--- config.mk ---
export PLATFORM = sky130hd
export DESIGN_NAME = parametric_uart
export DESIGN_NICKNAME = d
export VERILOG_FILES = /design/src/rtl/parametric_uart.sv
export SDC_FILE = /design/constraint.sdc
export NUM_CORES = 1
export LEC_CHECK = 0
export CAP_MARGIN = 20
export CORE_ASPECT_RATIO = 0.6
export CORE_MARGIN = 2
export CORE_UTILIZATION = 52
export DETAILED_ROUTE_END_ITERATION = 8
export PLACE_DENSITY = 0.77
export SLEW_MARGIN = 25
export SYNTH_ARGS = -nofsm -noshare
export SYNTH_HDL_FRONTEND = slang
export SYNTH_SLANG_ARGS = --single-unit
--- constraint.sdc ---
create_clock -name Clock -period 3.55 [get_ports Clock]
set_input_delay 1.065 -clock Clock [delete_from_list [all_inputs] [get_ports Clock]]
set_output_delay 1.065 -clock Clock [all_outputs]
set_load 0.02 [all_outputs]
--- src/rtl/parametric_uart.sv ---
// parametric_uart: single-clock UART, programmable 16x tick, valid/ready TX, FWFT RX FIFO, sticky errors.
// Optional parity bit when UART_PARITY_EN is defined (sense chosen by PARITY_ODD).
module parametric_uart #(
  parameter int DATA_BITS = 8,
  parameter int DIVISOR_WIDTH = 16,
  parameter int STOP_BITS = 1,
  parameter int RX_FIFO_DEPTH = 4,
  parameter int PARITY_ODD = 0
) (
  input  logic                     Clock,
  input  logic                     Reset,
  input  logic [DIVISOR_WIDTH-1:0] Divisor,
  input  logic [DATA_BITS-1:0]     TxData,
  input  logic                     TxValid,
  output logic                     TxReady,
  output logic                     TxBusy,
  output logic                     Tx,
  input  logic                     Rx,
  output logic [DATA_BITS-1:0]     RxData,
  output logic                     RxValid,
  input  logic                     RxReady,
  output logic [2:0]               Errors,
  input  logic                     ErrorClear
);
  localparam int AW = $clog2(RX_FIFO_DEPTH);
  localparam logic [3:0] LAST_DATA = 4'(DATA_BITS - 1);
  localparam logic [3:0] LAST_STOP = 4'(STOP_BITS - 1);
`ifdef UART_PARITY_EN
  localparam logic ODD = 1'(PARITY_ODD);
`endif
  if (DATA_BITS < 5 || DATA_BITS > 9 || (STOP_BITS != 1 && STOP_BITS != 2) || PARITY_ODD < 0 ||
      PARITY_ODD > 1 || RX_FIFO_DEPTH < 2 || (RX_FIFO_DEPTH & (RX_FIFO_DEPTH - 1)) != 0) begin : g_bad_params
    $error("parametric_uart: unsupported parameter set");
  end
  typedef enum logic [2:0] {
    TX_IDLE, TX_START, TX_DATA,
`ifdef UART_PARITY_EN
    TX_PARITY,
`endif
    TX_STOP
  } tx_state_t;
  typedef enum logic [2:0] {
    RX_IDLE, RX_START, RX_DATA,
`ifdef UART_PARITY_EN
    RX_PARITY,
`endif
    RX_STOP, RX_BREAK
  } rx_state_t;
  // Divisor is captured only on reload so a mid-period change never shortens a tick
  logic [DIVISOR_WIDTH-1:0] tick_cnt, div_q;
  logic tick;
  assign tick = tick_cnt == div_q;
  always_ff @(posedge Clock or posedge Reset)
    if (Reset) begin
      tick_cnt <= '0;
      div_q <= '0;
    end else if (tick) begin
      tick_cnt <= '0;
      div_q <= Divisor;
    end else
      tick_cnt <= tick_cnt + 1'b1;
  tx_state_t tx_state, tx_next;
  logic [3:0] tx_tick, tx_tick_n, tx_bit, tx_bit_n;
  logic [DATA_BITS-1:0] tx_sh, tx_sh_n;
  logic tx_end;
`ifdef UART_PARITY_EN
  logic tx_par, tx_par_n;
  always_ff @(posedge Clock or posedge Reset)
    if (Reset) tx_par <= 1'b0;
    else tx_par <= tx_par_n;
  assign Tx = tx_state == TX_START ? 1'b0 : tx_state == TX_DATA ? tx_sh[0] : tx_state == TX_PARITY ? tx_par : 1'b1;
`else
  assign Tx = tx_state == TX_START ? 1'b0 : tx_state == TX_DATA ? tx_sh[0] : 1'b1;
`endif
  assign TxReady = tx_state == TX_IDLE;
  assign TxBusy = tx_state != TX_IDLE;
  assign tx_end = tick && tx_tick == 4'd15;
  always_ff @(posedge Clock or posedge Reset)
    if (Reset) begin
      tx_state <= TX_IDLE;
      tx_tick <= '0;
      tx_bit <= '0;
      tx_sh <= '0;
    end else begin
      tx_state <= tx_next;
      tx_tick <= tx_tick_n;
      tx_bit <= tx_bit_n;
      tx_sh <= tx_sh_n;
    end
  always_comb begin
    tx_next = tx_state;
    tx_tick_n = tick ? tx_tick + 4'd1 : tx_tick;
    tx_bit_n = tx_bit;
    tx_sh_n = tx_sh;
`ifdef UART_PARITY_EN
    tx_par_n = tx_par;
`endif
    case (tx_state)
      TX_IDLE: begin
        tx_tick_n = '0;
        tx_bit_n = '0;
        if (TxValid) begin
          tx_next = TX_START;
          tx_sh_n = TxData;
`ifdef UART_PARITY_EN
          tx_par_n = ^TxData ^ ODD;
`endif
        end
      end
      TX_START: tx_next = tx_end ? TX_DATA : tx_state;
      TX_DATA: if (tx_end) begin
        tx_sh_n = tx_sh >> 1;
        tx_bit_n = tx_bit == LAST_DATA ? 4'd0 : tx_bit + 4'd1;
`ifdef UART_PARITY_EN
        tx_next = tx_bit == LAST_DATA ? TX_PARITY : tx_state;
`else
        tx_next = tx_bit == LAST_DATA ? TX_STOP : tx_state;
`endif
      end
`ifdef UART_PARITY_EN
      TX_PARITY: tx_next = tx_end ? TX_STOP : tx_state;
`endif
      TX_STOP: if (tx_end) begin
        tx_bit_n = tx_bit + 4'd1;
        tx_next = tx_bit == LAST_STOP ? TX_IDLE : tx_state;
      end
      default: tx_next = TX_IDLE;
    endcase
  end
  logic [1:0] sync;
  logic rx_s;
  always_ff @(posedge Clock or posedge Reset)
    if (Reset) sync <= 2'b11;
    else sync <= {sync[0], Rx};
  assign rx_s = sync[1];
  rx_state_t rx_state, rx_next;
  logic [3:0] rx_tick, rx_tick_n, rx_bit, rx_bit_n;
  logic [DATA_BITS-1:0] rx_sh, rx_sh_n;
  logic rx_mid, rx_end, push, frame_err, par_err;
  assign rx_mid = tick && rx_tick == 4'd7;
  assign rx_end = tick && rx_tick == 4'd15;
  always_ff @(posedge Clock or posedge Reset)
    if (Reset) begin
      rx_state <= RX_IDLE;
      rx_tick <= '0;
      rx_bit <= '0;
      rx_sh <= '0;
    end else begin
      rx_state <= rx_next;
      rx_tick <= rx_tick_n;
      rx_bit <= rx_bit_n;
      rx_sh <= rx_sh_n;
    end
  // START realigns the tick count at mid-bit so every later sample lands mid-bit
  always_comb begin
    rx_next = rx_state;
    rx_tick_n = tick ? rx_tick + 4'd1 : rx_tick;
    rx_bit_n = rx_bit;
    rx_sh_n = rx_sh;
    push = 1'b0;
    frame_err = 1'b0;
    par_err = 1'b0;
    case (rx_state)
      RX_IDLE: begin
        rx_tick_n = '0;
        rx_bit_n = '0;
        rx_next = rx_s ? RX_IDLE : RX_START;
      end
      RX_START: if (rx_mid) begin
        rx_tick_n = '0;
        rx_next = rx_s ? RX_IDLE : RX_DATA;
      end
      RX_DATA: if (rx_end) begin
        rx_sh_n = {rx_s, rx_sh[DATA_BITS-1:1]};
        rx_bit_n = rx_bit + 4'd1;
`ifdef UART_PARITY_EN
        rx_next = rx_bit == LAST_DATA ? RX_PARITY : rx_state;
`else
        rx_next = rx_bit == LAST_DATA ? RX_STOP : rx_state;
`endif
      end
`ifdef UART_PARITY_EN
      RX_PARITY: if (rx_end) begin
        par_err = rx_s != (^rx_sh ^ ODD);
        rx_next = RX_STOP;
      end
`endif
      RX_STOP: if (rx_end) begin
        push = 1'b1;
        frame_err = !rx_s;
        rx_next = rx_s ? RX_IDLE : RX_BREAK;
      end
      RX_BREAK: rx_next = rx_s ? RX_IDLE : rx_state;
      default: rx_next = RX_IDLE;
    endcase
  end
  logic [DATA_BITS-1:0] mem [RX_FIFO_DEPTH];
  logic [AW:0] wptr, rptr;
  logic full, pop, wr, overrun;
  assign full = (wptr ^ rptr) == {1'b1, {AW{1'b0}}};
  assign RxValid = wptr != rptr;
  assign pop = RxValid && RxReady;
  assign wr = push && (!full || pop);
  assign overrun = push && full && !pop;
  assign RxData = RxValid ? mem[rptr[AW-1:0]] : '0;
  always_ff @(posedge Clock or posedge Reset)
    if (Reset) begin
      wptr <= '0;
      rptr <= '0;
    end else begin
      wptr <= wr ? wptr + 1'b1 : wptr;
      rptr <= pop ? rptr + 1'b1 : rptr;
    end
  always_ff @(posedge Clock)
    if (wr) mem[wptr[AW-1:0]] <= rx_sh;
  // set wins over clear so an error in the clear clock is never lost
  always_ff @(posedge Clock or posedge Reset)
    if (Reset) Errors <= '0;
    else Errors <= (ErrorClear ? 3'b000 : Errors) | {overrun, par_err, frame_err};
endmodule

==> impl_results.rst <==
.. list-table::
   :header-rows: 1

   * - Metric
     - Value
   * - Worst setup slack after layout
     - 275 ps
   * - Setup Buffers After CTS
     - 0
   * - Data arrival time of the critical path
     - 2210 ps
   * - Class of the worst hold path
     - flop to flop
   * - Detailed-route via count
     - roughly 3,400
   * - Cell breakdown of the critical path
     - xnor2_1 > nand3_2 > and2_1 > clkdlybuf4s50_1
   * - Startpoint type of the worst setup path
     - flop
   * - Post-Route Utilization
     - between 60% and 70%
   * - Final number of max-transition violations
     - 0
   * - Tightest hold margin
     - 361 ps
   * - Main synth FF type
     - dfrtp_1
   * - Number of buffers inserted for hold repair after clock tree synthesis
     - 0
   * - Worst slew margin
     - 38.4%
   * - Sort of element at the end of the critical path
     - output pin
   * - Number of antenna violations at the first check in global routing
     - 0
   * - Worst-case clock buffer depth
     - 2
   * - DR pass1 iterations
     - 4
   * - End of the worst hold path
     - sync[1]$_DFF_PP1_
   * - Sum of net half-perimeters after detailed placement
     - 6.60 mm
   * - Number of cells on the worst hold path
     - 0
   * - Worst ir drop on vdd
     - 0.000276 V
   * - Total of endpoints with negative setup slack in the final report
     - 0
   * - Aggregate routed wire length
     - between 9 and 10 mm
   * - Slowest stage delay, CP
     - 560 ps
   * - Combined area of the multi-input logic cells
     - 2070 µm²
   * - Seq cells post-synth
     - 111
   * - Most numerous cell in the Yosys netlist
     - dfrtp_1
   * - Post-synth ARST share
     - 71.2%
   * - Number of buffers created by CTS
     - 9
   * - Start-to-end type of the worst setup path
     - flop to output pin
   * - Cells on worst reg2reg path
     - 6
   * - Clock tree from TritonCTS
     - built
   * - Power per cell area
     - 541 nW/µm²
   * - Area growth syn-to-layout
     - 17.5%
   * - Row count
     - 28
   * - Origin of the critical flop-to-flop path
     - tick_cnt[7]$_DFF_PP0_
   * - Required time of the worst setup path
     - 2480 ps
   * - Switching part of the total
     - 30.3%
   * - Total Die Area
     - 10,700 µm²
   * - Skew-Pair Late Insertion Delay
     - 360 ps
   * - Area of the mapped netlist
     - 5140 µm²
   * - Per-instance average area after synthesis
     - 11.6 µm²
   * - RSZ-0062 raised after global routing
     - false
   * - Clock input transition at the sequential cells of the worst setup and hold paths
     - 70 ps
   * - Commonest cells in the synthesized netlist
     - dfrtp_1 (77), nand2_1 (75), nor2_1 (35)
   * - Overall Global Routing Usage
     - 19.5%
   * - DRT iter0 DRCs
     - ~370
   * - Routability cong.
     - 0.809
   * - Flop pwr share
     - between 40% and 50%
   * - Area share of the largest cell type after synthesis
     - 37.5%
   * - Number of distinct library cell variants in the gate-level netlist after synthesis
     - 48
   * - Fillers
     - 817
   * - Initial cell density of the core
     - 52.8%
   * - Number of flops mapped to enable cells by yosys
     - 32
   * - Reg-to-reg slack, setup
     - 650 ps
   * - Die Span Y
     - 81.0 µm
   * - Fin crit period
     - 3270 ps
   * - Comb pwr share
     - 23.4%
   * - Internal power consumption
     - ~0.0023 W
   * - # DRC
     - 0
   * - Cell with the largest stage delay on the worst path
     - dfrtp_1
   * - Final period util
     - 92.2%
   * - Global-route wire length before repair
     - 16.2 mm
   * - Cell types occupying the most area after synthesis
     - dfrtp_1 (37%), edfxtp_1 (19%), xor2_1 (5.8%), nand2_1 (5.5%), ha_1 (3.7%)
   * - Hold Path Origin
     - sync[0]$_DFF_PP1_
   * - Fraction of layout cells with a size suffix above 1
     - 10.5%
   * - Largest fanout of any net on the critical path
     - 11
   * - Post-DR vias/cell
     - 5.42
   * - YS warnings
     - 0
   * - Number of max-capacitance violations reported
     - 0
   * - Via count of the first global-routing pass
     - 3,203
   * - I/O pin total
     - 45
   * - Setup clock skew after layout
     - 9.85 ps
   * - Clk network pwr share
     - 30.4%
   * - Cell Area, Placed
     - 5730 µm²
   * - Number of levels in the clock H-tree
     - 3
   * - Net count after synthesis
     - 489
   * - Wire per inst
     - 15.3 µm
   * - Run status
     - completed
   * - Setup TNS Final
     - 0 ps
   * - Final-report hold violation count
     - 0
   * - Portion of the post-synthesis area used by sequential elements
     - 57.2%
   * - Total gr overflow
     - 0
   * - Largest net degree at the start of global routing
     - 80
   * - Area of the core
     - between 9000 and 10,000 µm²
   * - Root Buffer Master
     - clkbuf_16
   * - Post-Layout Inst Area
     - 6040 µm²
   * - Cell count after synthesis
     - 444
   * - Worst-Margin Slew
     - a little over 900 ps
   * - Switching component of the power
     - 0.000991 W
   * - Sequential Area
     - 2940 µm²
   * - Clock net sink count
     - 111
   * - Die outline width
     - 132 µm
   * - Worst reg2reg endpoint
     - mem[3][0]$_DFFE_PP_
   * - Leakage
     - 2.58 nW
   * - Top cell type by total area after synthesis
     - dfrtp_1
   * - Place WS
     - 541 ps
   * - Total Nets Final
     - 534
   * - Final ANT Viol Nets
     - 0
   * - Max Clk Rate
     - approximately 300 MHz
   * - Count of inserted antenna diode cells
     - 0
   * - Number of port buffers
     - 43
area by class of cell:
class | count | share of cell area, %
sequential | 111 | 48.7
clock inverter | 7 | 1.26
clock buffer | 9 | 3.73
inverter | 15 | 0.932
tap | 135 | 2.80
multi-input combinational | 301 | 34.3
timing repair buffer | 51 | 8.33
cells by family (layout without fill, tap and decap cells):
kind of cell             Yosys count  in the layout  share of synthesized area, %
flip-flops                       111            111                          57.2
multiplexers                      21             21                          6.30
AND/OR/NAND/NOR                  179            179                          17.0
buffers and inverters             32             82                          2.63
adder cells (fa/ha/maj)           15             15                          3.65
other                              1              1                        0.0730
XOR/XNOR                          43             43                          7.33
AO/OA/AOI/OAI                     42             42                          5.79
cells in the final DEF (no fill, tap or decap), types with 4 or more instances in the layout:
| cell | Yosys | routed |
|---|---|---|
| ha_1 | 15 | 15 |
| a21oi_1 | 9 | 9 |
| nor3_1 | 8 | 8 |
| buf_4 | 2 | 7 |
| nand3_1 | 11 | 10 |
| nand2_1 | 75 | 75 |
| edfxtp_1 | 32 | 32 |
| o22ai_1 | 6 | 6 |
| clkbuf_16 | 0 | 9 |
| mux2_2 | 10 | 10 |
| xor2_1 | 34 | 34 |
| dfrtp_1 | 77 | 77 |
| mux4_2 | 8 | 8 |
| nor4_2 | 4 | 4 |
| nor2_1 | 35 | 35 |
| and2_1 | 14 | 14 |
| o21ai_0 | 9 | 9 |
| a221o_1 | 6 | 6 |
| inv_1 | 15 | 14 |
| xnor2_1 | 9 | 9 |
| and3_1 | 8 | 8 |
| nand4_1 | 7 | 7 |
| clkdlybuf4s50_1 | 0 | 43 |
what timing repair did:
action                                 in CTS  in global routing
endpoints found under the hold margin       0                  0
setup endpoints to repair                   0                  1
resized for setup                           0                  1
power by group through the flow:
stage,Clock [W],Combinational [W],Sequential [W]
after floorplan,0,0.000570,0.00150
after global placement,0,0.000735,0.00153
after detailed placement,0,0.000763,0.00153
after CTS,0.00101,0.000770,0.00151
after global routing,0.00107,0.000849,0.00153
final,0.000994,0.000764,0.00151
critical path: cells and delay by family, from the launching register on:
kind	cells	cell delay (ps)
buffers and inverters	1	530
xor gates and xnor gates	1	310
and+or+nand+nor	2	460
DFF	1	560
worst max-delay path by stage:
stage	startpoint	endpoint	slack [ps]
2_1_floorplan	Reset	Errors[0]$_DFF_PP0_	460
3_3_place_gp	rptr[1]$_DFFE_PP0P_	RxData[6]	640
3_5_place_dp	rptr[1]$_DFFE_PP0P_	RxData[6]	540
4_1_cts	rptr[1]$_DFFE_PP0P_	RxData[6]	150
5_1_grt	rptr[1]$_DFFE_PP0P_	RxData[3]	140
6_report	rptr[1]$_DFFE_PP0P_	RxData[6]	280
sequential cells by signal, summed over array words and instances (netlist names):
| name | cells |
|---|---|
| mem | 32 |
| tx_state | 2 |
| rx_sh | 8 |
| rx_bit | 4 |
| tx_bit | 4 |
| tx_tick | 4 |
| tx_sh | 8 |
| wptr | 3 |
| rx_tick | 4 |
| tick_cnt | 16 |
| rptr | 3 |
| Errors | 2 |
| rx_state | 3 |
| sync | 2 |
| div_q | 16 |
per-stage QoR:
| stage | std cells | total power (W) |
|---|---|---|
| final | 629 | 0.00327 |
| after global routing | 629 | 0.00345 |
| after CTS | 629 | 0.00329 |
| after detailed placement | 613 | 0.00230 |
| after global placement | 613 | 0.00226 |
| after floorplan | 444 | 0.00207 |
per-layer routing:
layer	share of wire, %	track usage, %	vias up
met5	0	0	-
met4	0.91	4.19	0
met3	4.4	6.05	8
met2	44	29.6	65
met1	51	28.0	1705
li1	-	-	1634
(Power assumes the default switching activity.)
